==> src/rtl/uart_pkg.sv <==
// Shared UART types, line levels and helper functions used by the transmitter
// and the matching receiver.
package uart_pkg;

    typedef enum logic [2:0] {
        IDLE   = 3'd0,
        START  = 3'd1,
        DATA   = 3'd2,
        PARITY = 3'd3,
        STOP   = 3'd4
    } uart_tx_state_t;

    localparam logic UART_IDLE_LVL  = 1'b1;
    localparam logic UART_START_LVL = 1'b0;

    // Wide enough for up to 9 data bits or 2 stop bits.
    localparam int BIT_CNT_W = 4;

    function automatic int calc_baud_div(input int clk_hz, input int baud);
        return clk_hz / baud;
    endfunction

    // DIV_W: baud counter width, $clog2(DIV) and never below one bit.
    function automatic int calc_div_w(input int div);
        return (div > 2) ? $clog2(div) : 1;
    endfunction

    // Even parity over the zero-extended word, inverted when odd is set.
    function automatic logic calc_parity(input logic [8:0] data, input logic odd);
        return (^data) ^ odd;
    endfunction

endpackage

==> src/rtl/uart_baud_cnt.sv <==
// Baud-period counter: counts 0..DIV-1, ticks on DIV-1, and can be held at
// zero by restart_i. Shared by the UART transmitter and receiver.
module uart_baud_cnt #(
    parameter int DIV   = 10,
    parameter int DIV_W = 4
) (
    input  logic             clk_i,
    input  logic             rst_i,
    input  logic             restart_i,
    output logic             tick_o,
    output logic [DIV_W-1:0] cnt_o
);

    logic [DIV_W-1:0] cnt_r;
    logic             tick_s;

    assign tick_s = (cnt_r == DIV_W'(DIV - 1));
    assign tick_o = tick_s;
    assign cnt_o  = cnt_r;

    // Counter register, wrapping at the end of every bit period.
    always_ff @(posedge clk_i) begin
        if (rst_i) begin
            cnt_r <= '0;
        end else if (restart_i || tick_s) begin
            cnt_r <= '0;
        end else begin
            cnt_r <= cnt_r + DIV_W'(1);
        end
    end

endmodule

==> src/rtl/uart_tx.sv <==
// UART transmitter draining a first-word-fall-through fifo, LSB first.
// Build option: define UART_TX_PARITY_EN to insert a parity bit after the data.
module uart_tx
    import uart_pkg::*;
#(
    parameter int CLK_FREQ_HZ = 100_000_000,
    parameter int BAUD_RATE   = 115_200,
    parameter int DATA_WIDTH  = 8,
    parameter int STOP_BITS   = 1,
    parameter int PARITY_ODD  = 0
) (
    input  logic                  clk_i,
    input  logic                  rst_i,
    input  logic                  fifo_empty_i,
    input  logic [DATA_WIDTH-1:0] fifo_data_i,
    output logic                  fifo_pop_o,
    output logic                  tx_o,
    output logic                  busy_o,
    output logic                  done_o
);

    localparam int DIV   = calc_baud_div(CLK_FREQ_HZ, BAUD_RATE);
    localparam int DIV_W = calc_div_w(DIV);

    localparam logic [BIT_CNT_W-1:0] LAST_DATA = BIT_CNT_W'(DATA_WIDTH - 1);
    localparam logic [BIT_CNT_W-1:0] LAST_STOP = BIT_CNT_W'(STOP_BITS - 1);

    if (DIV < 2 || DATA_WIDTH < 5 || DATA_WIDTH > 9 || (STOP_BITS != 1 && STOP_BITS != 2) ||
        (PARITY_ODD != 0 && PARITY_ODD != 1)) begin : g_bad_cfg
        $error("uart_tx: unsupported parameter combination");
    end

    uart_tx_state_t        state_r, state_s;
    logic [BIT_CNT_W-1:0]  bit_r, bit_s;
    logic [DATA_WIDTH-1:0] shift_r, shift_s;
    logic                  tx_r, tx_s;
    logic                  done_r, done_s;
    logic                  pop_s, load_s;
    logic                  tick_s, restart_s;
    logic [DIV_W-1:0]      cnt_s;
`ifdef UART_TX_PARITY_EN
    logic                  parity_r;
`endif

    assign restart_s = (state_r == IDLE);

    uart_baud_cnt #(
        .DIV   (DIV),
        .DIV_W (DIV_W)
    ) u_baud_cnt (
        .clk_i     (clk_i),
        .rst_i     (rst_i),
        .restart_i (restart_s),
        .tick_o    (tick_s),
        .cnt_o     (cnt_s)
    );

    // FSM state and bit-index registers.
    always_ff @(posedge clk_i) begin
        if (rst_i) begin
            state_r <= IDLE;
            bit_r   <= '0;
        end else begin
            state_r <= state_s;
            bit_r   <= bit_s;
        end
    end

    // Next-state logic and pop/load decisions.
    always_comb begin
        state_s = state_r;
        bit_s   = bit_r;
        pop_s   = 1'b0;
        load_s  = 1'b0;
        case (state_r)
            IDLE: begin
                if (!fifo_empty_i) begin
                    pop_s   = 1'b1;
                    load_s  = 1'b1;
                    state_s = START;
                end else begin
                    state_s = IDLE;
                end
            end
            START: begin
                if (tick_s) begin
                    state_s = DATA;
                    bit_s   = '0;
                end else begin
                    state_s = START;
                end
            end
            DATA: begin
                if (tick_s) begin
                    if (bit_r == LAST_DATA) begin
                        bit_s = '0;
`ifdef UART_TX_PARITY_EN
                        state_s = PARITY;
`else
                        state_s = STOP;
`endif
                    end else begin
                        bit_s = bit_r + BIT_CNT_W'(1);
                    end
                end else begin
                    state_s = DATA;
                end
            end
`ifdef UART_TX_PARITY_EN
            PARITY: begin
                if (tick_s) begin
                    state_s = STOP;
                    bit_s   = '0;
                end else begin
                    state_s = PARITY;
                end
            end
`endif
            STOP: begin
                if (tick_s) begin
                    if (bit_r == LAST_STOP) begin
                        bit_s = '0;
                        // Back-to-back frames: the next start bit follows with no idle gap.
                        if (!fifo_empty_i) begin
                            pop_s   = 1'b1;
                            load_s  = 1'b1;
                            state_s = START;
                        end else begin
                            state_s = IDLE;
                        end
                    end else begin
                        bit_s = bit_r + BIT_CNT_W'(1);
                    end
                end else begin
                    state_s = STOP;
                end
            end
            default: begin
                state_s = IDLE;
                bit_s   = '0;
            end
        endcase
    end

    // Datapath next values: shift register, line level and end-of-frame strobe.
    always_comb begin
        shift_s = shift_r;
        tx_s    = UART_IDLE_LVL;
        if (load_s) begin
            shift_s = fifo_data_i;
        end else if (state_r == DATA && tick_s && bit_r != LAST_DATA) begin
            shift_s = shift_r >> 1'b1;
        end else begin
            shift_s = shift_r;
        end
        case (state_s)
            START:   tx_s = UART_START_LVL;
            DATA:    tx_s = shift_s[0];
`ifdef UART_TX_PARITY_EN
            PARITY:  tx_s = parity_r;
`endif
            default: tx_s = UART_IDLE_LVL;
        endcase
        // Raised one cycle early so the registered pulse lands on the last stop cycle.
        done_s = (state_r == STOP) && (bit_r == LAST_STOP) && (cnt_s == DIV_W'(DIV - 2));
    end

    // Datapath and output registers.
    always_ff @(posedge clk_i) begin
        if (rst_i) begin
            shift_r <= '0;
            tx_r    <= UART_IDLE_LVL;
            done_r  <= 1'b0;
        end else begin
            shift_r <= shift_s;
            tx_r    <= tx_s;
            done_r  <= done_s;
        end
    end

`ifdef UART_TX_PARITY_EN
    // Parity is fixed at pop time so later fifo changes cannot disturb it.
    always_ff @(posedge clk_i) begin
        if (rst_i) begin
            parity_r <= 1'b0;
        end else if (load_s) begin
            parity_r <= calc_parity(9'(fifo_data_i), PARITY_ODD[0]);
        end else begin
            parity_r <= parity_r;
        end
    end
`endif

    assign fifo_pop_o = pop_s & ~rst_i;
    assign busy_o     = (state_r != IDLE) | fifo_pop_o;
    assign tx_o       = tx_r;
    assign done_o     = done_r;

endmodule

==> config.mk <==
export PLATFORM = sky130hd
export DESIGN_NAME = uart_tx
export DESIGN_NICKNAME = d
export VERILOG_FILES = /design/src/rtl/uart_pkg.sv /design/src/rtl/uart_baud_cnt.sv /design/src/rtl/uart_tx.sv
export SDC_FILE = /design/constraint.sdc
export NUM_CORES = 1
export LEC_CHECK = 0
export ABC_AREA = 1
export CELL_PAD_IN_SITES_DETAIL_PLACEMENT = 1
export CELL_PAD_IN_SITES_GLOBAL_PLACEMENT = 1
export CORE_ASPECT_RATIO = 2
export CORE_MARGIN = 2
export CORE_UTILIZATION = 43
export DETAILED_ROUTE_END_ITERATION = 7
export HOLD_SLACK_MARGIN = 0.06
export PLACE_DENSITY_LB_ADDON = 0.2
export SYNTH_ARGS = -nofsm -noshare
export SYNTH_HDL_FRONTEND = slang
export SYNTH_SLANG_ARGS = --single-unit
==> constraint.sdc <==
create_clock -name clk_i -period 3.2 [get_ports clk_i]
set_input_delay 0.64 -clock clk_i [delete_from_list [all_inputs] [get_ports clk_i]]
set_output_delay 0.64 -clock clk_i [all_outputs]
set_load 0.05 [all_outputs]
==> metrics.cfg <==
[global_routing]
grt_pass1_wl_um = 6368
grt_usage_pct = 21.51
grt_pass1_vias = 1490
antenna_found_initial = 0
grt.overflow.total = 0
grt_max_degree = 15

[yosys]
synth-xor-area-share_pct = 2.337
ys_ff_latch = 27
synth_nets = 229
yosys-top-cells-area = dfxtp_1 36%, nand2_1 12%, nor2_1 6.8%, nand3_1 6.0%, inv_1 4.8%
syn_inst = 214
synth_fa_ha_area_share_pct = 3.339
avgSynthCellArea_um2 = 7.004
synth.largest_area_cell = dfxtp_1
synth_area_um2 = 1499
synth_simple_gate_area_share_pct = 42.15
muxShareOfSynthArea_pct = 0
ys_warn_count = 0
synth_compound_area_share_pct = 8.347
synth_top_area_share_pct = 36.06
seq_area_frac_synth_pct = 36.06
synth.distinct_cells = 27
synth_top_family_by_area = simple AND/OR/NAND/NOR gates

[cts]
cts.repair.resized = 0
clock_sinks = 27
clk_latency_ns = 0.27
clockBufferDepth = 2
cts_tree = yes
ctsHoldBuffers = 0
cts_buffers = 3
htree_levels = 1
cts-root-buf = clkbuf_8
cts_setup_buffers = 0
clkTransAtPathRegs_ns = 0.09

[placement]
port_buffers = 14
place_hpwl_um = 3126
gp_congestion = 0.9145
pre_cts_slack_ns = 0.5532

[route]
post-route-drc-count = 0
firstDrtPassIters = 4
finalWirelength_um = 3779
wl_per_cell_um = 14.42
vias = 1417
viasPerCell = 5.408
final_antenna_net_count = 0
drt-initial-drc-count = 9

[critical_path]
cp-end-kind = output pin
cp-start-kind = primary input
cp.buffers_inverters = 3
cp.required_ns = 2.56
crit_path_max_fanout = 9
critPathTopFamily = buffers and inverters
cp_common_cell = nor2_4
path_cells = clkdlybuf4s50_1 > inv_1 > nand3_1 > nor2_4 > nor2_4 > o21ai_0 > buf_12
cp.arrival_ns = 2.00
critPathMaxStageDelay_ns = 0.51
slowest_stage = clkdlybuf4s50_1
crit_type = primary input to output pin

[timing]
fin_skew_ns = 0.003745
hold_viol_final = 0
slew_violations = 0
tightest_slew_ns = 0.5087
rsz0062_at_grt = false
setup_tns_ns = 0
maxSlewHeadroom_pct = 65.98
clock.fmax_mhz = 379.0
period_share_pct = 82.45
setup_viol = 0
setup_slack_ns = 0.5615
fin_crit_ns = 2.639

[hold_path]
min_path_type = flip-flop to flip-flop

[layout]
final_nets = 246
multiInputGateArea_um2 = 842.1
antenna_cells = 0
drive_above_1_share_pct = 16.96
seqCellArea_um2 = 540.5
synthToLayoutAreaGrowth_pct = 14.52
fillers = 447

[power]
power.leakage_uw = 0.0007139
powerDensity_nw_per_um2 = 380.1
ir_drop_uv = 244.2
total_power_uw = 652.6

[floorplanning]
rows = 30
ios = 15
fp.dieW_um = 45.75
dieArea_um2 = 4003
die_h_um = 87.50
core_region_area_um2 = 3378
start_util_pct = 44.37

[outcome]
status = complete, no violations

[job]
drv_cap = 0

[power breakdown]
part	switching, uW	leakage [uW]	internal [uW]
logic	60.4	0.000471	38.1
clock network	108	0.0000228	89.4
registers	6.97	0.000220	349
total	176	0.000714	477
[worst min-delay path: cells and delay by family, from the launching register on]
kind,cells,cell delay [ns]
DFF,1,0.33
AOI/OAI and AO/OA,1,0.05
and+or+nand+nor,1,0.06
[cells by family (layout without fill, tap and decap cells)]
| logic type | after synthesis | after routing |
|---|---|---|
| buffers and inverters | 29 | 45 |
| AND/OR/NAND/NOR | 127 | 127 |
| XOR/XNOR | 4 | 4 |
| adder cells (fa/ha/maj) | 4 | 4 |
| flip-flops | 27 | 27 |
| AO/OA/AOI/OAI | 23 | 23 |
[state kept, by name, indices dropped and copies added (netlist names)]
register / flops
state_r: 3
done_o: 1
bit_r: 4
tx_o: 1
shift_r: 8
u_baud_cnt.cnt_o: 10
[metal layers]
metal | routed length (um) | global-route usage [%]
met1 | 1389 | 20.41
met2 | 2146 | 40.59
met3 | 90 | 3.320
met4 | 152 | 11.43
met5 | 0 | 0
[cells in the mapped netlist, drive strengths merged]
cell    instances
nand2          56
nor2           39
dfxtp          27
inv            27
nand3          22
o21ai          13
a21oi           8
ha              4
nand4           3
nor3            3
xor2            3
a31oi           2
nand3b          2
buf             1
clkbuf          1
nor3b           1
nor4            1
xnor2           1
[worst paths after layout]
check	startpoint	endpoint	slack, ns	cells past startpoint
max reg2reg	u_baud_cnt.cnt_o[0]	tx_o	1.31	8
min reg2reg	u_baud_cnt.cnt_o[9]	u_baud_cnt.cnt_o[9]	0.48	2
min	u_baud_cnt.cnt_o[9]	u_baud_cnt.cnt_o[9]	0.48	2
max	fifo_empty_i	busy_o	0.56	7
[layout make-up]
type | instances | area share [%]
repair buffers | 14 | 8.601
well taps | 32 | 2.332
clock buffers | 4 | 2.624
multi-input cells | 158 | 49.05
flip-flops and latches | 27 | 31.49
inverters | 27 | 5.904
[cells in the final DEF (no fill, tap or decap)]
master           synthesis  layout
a21oi_1                  7       7
a21oi_2                  1       1
a31oi_1                  2       2
buf_12                   0       1
buf_4                    0       1
clkbuf_1                 1       1
clkbuf_8                 0       3
clkdlybuf4s50_1          0      12
dfxtp_1                 27      27
ha_1                     4       4
inv_1                   19      19
inv_2                    8       8
nand2_1                 48      48
nand2_2                  8       8
nand3_1                 18      18
nand3_2                  3       3
nand3_4                  1       1
nand3b_1                 2       2
nand4_1                  3       3
nor2_1                  27      27
nor2_2                   7       7
nor2_4                   5       5
nor3_1                   3       3
nor3b_1                  1       1
nor4_1                   1       1
o21ai_0                 10      10
o21ai_1                  2       2
o21ai_2                  1       1
xnor2_1                  1       1
xor2_1                   3       3
[through the flow]
| stage | cell area [um2] | hold slack (ns) | utilization [%] | instances |
|---|---|---|---|---|
| global route | 1717 | 0.5132 | 50.81 | 262 |
| detailed placement | 1672 | 0.4690 | 49.48 | 258 |
| global placement | 1672 | 0.4541 | 49.48 | 258 |
| CTS | 1717 | 0.4844 | 50.81 | 262 |
| finish | 1717 | 0.4774 | 50.81 | 262 |
| floorplan | 1499 | 0.4415 | - | 214 |
Note: power is estimated with default switching activity, not from simulation.
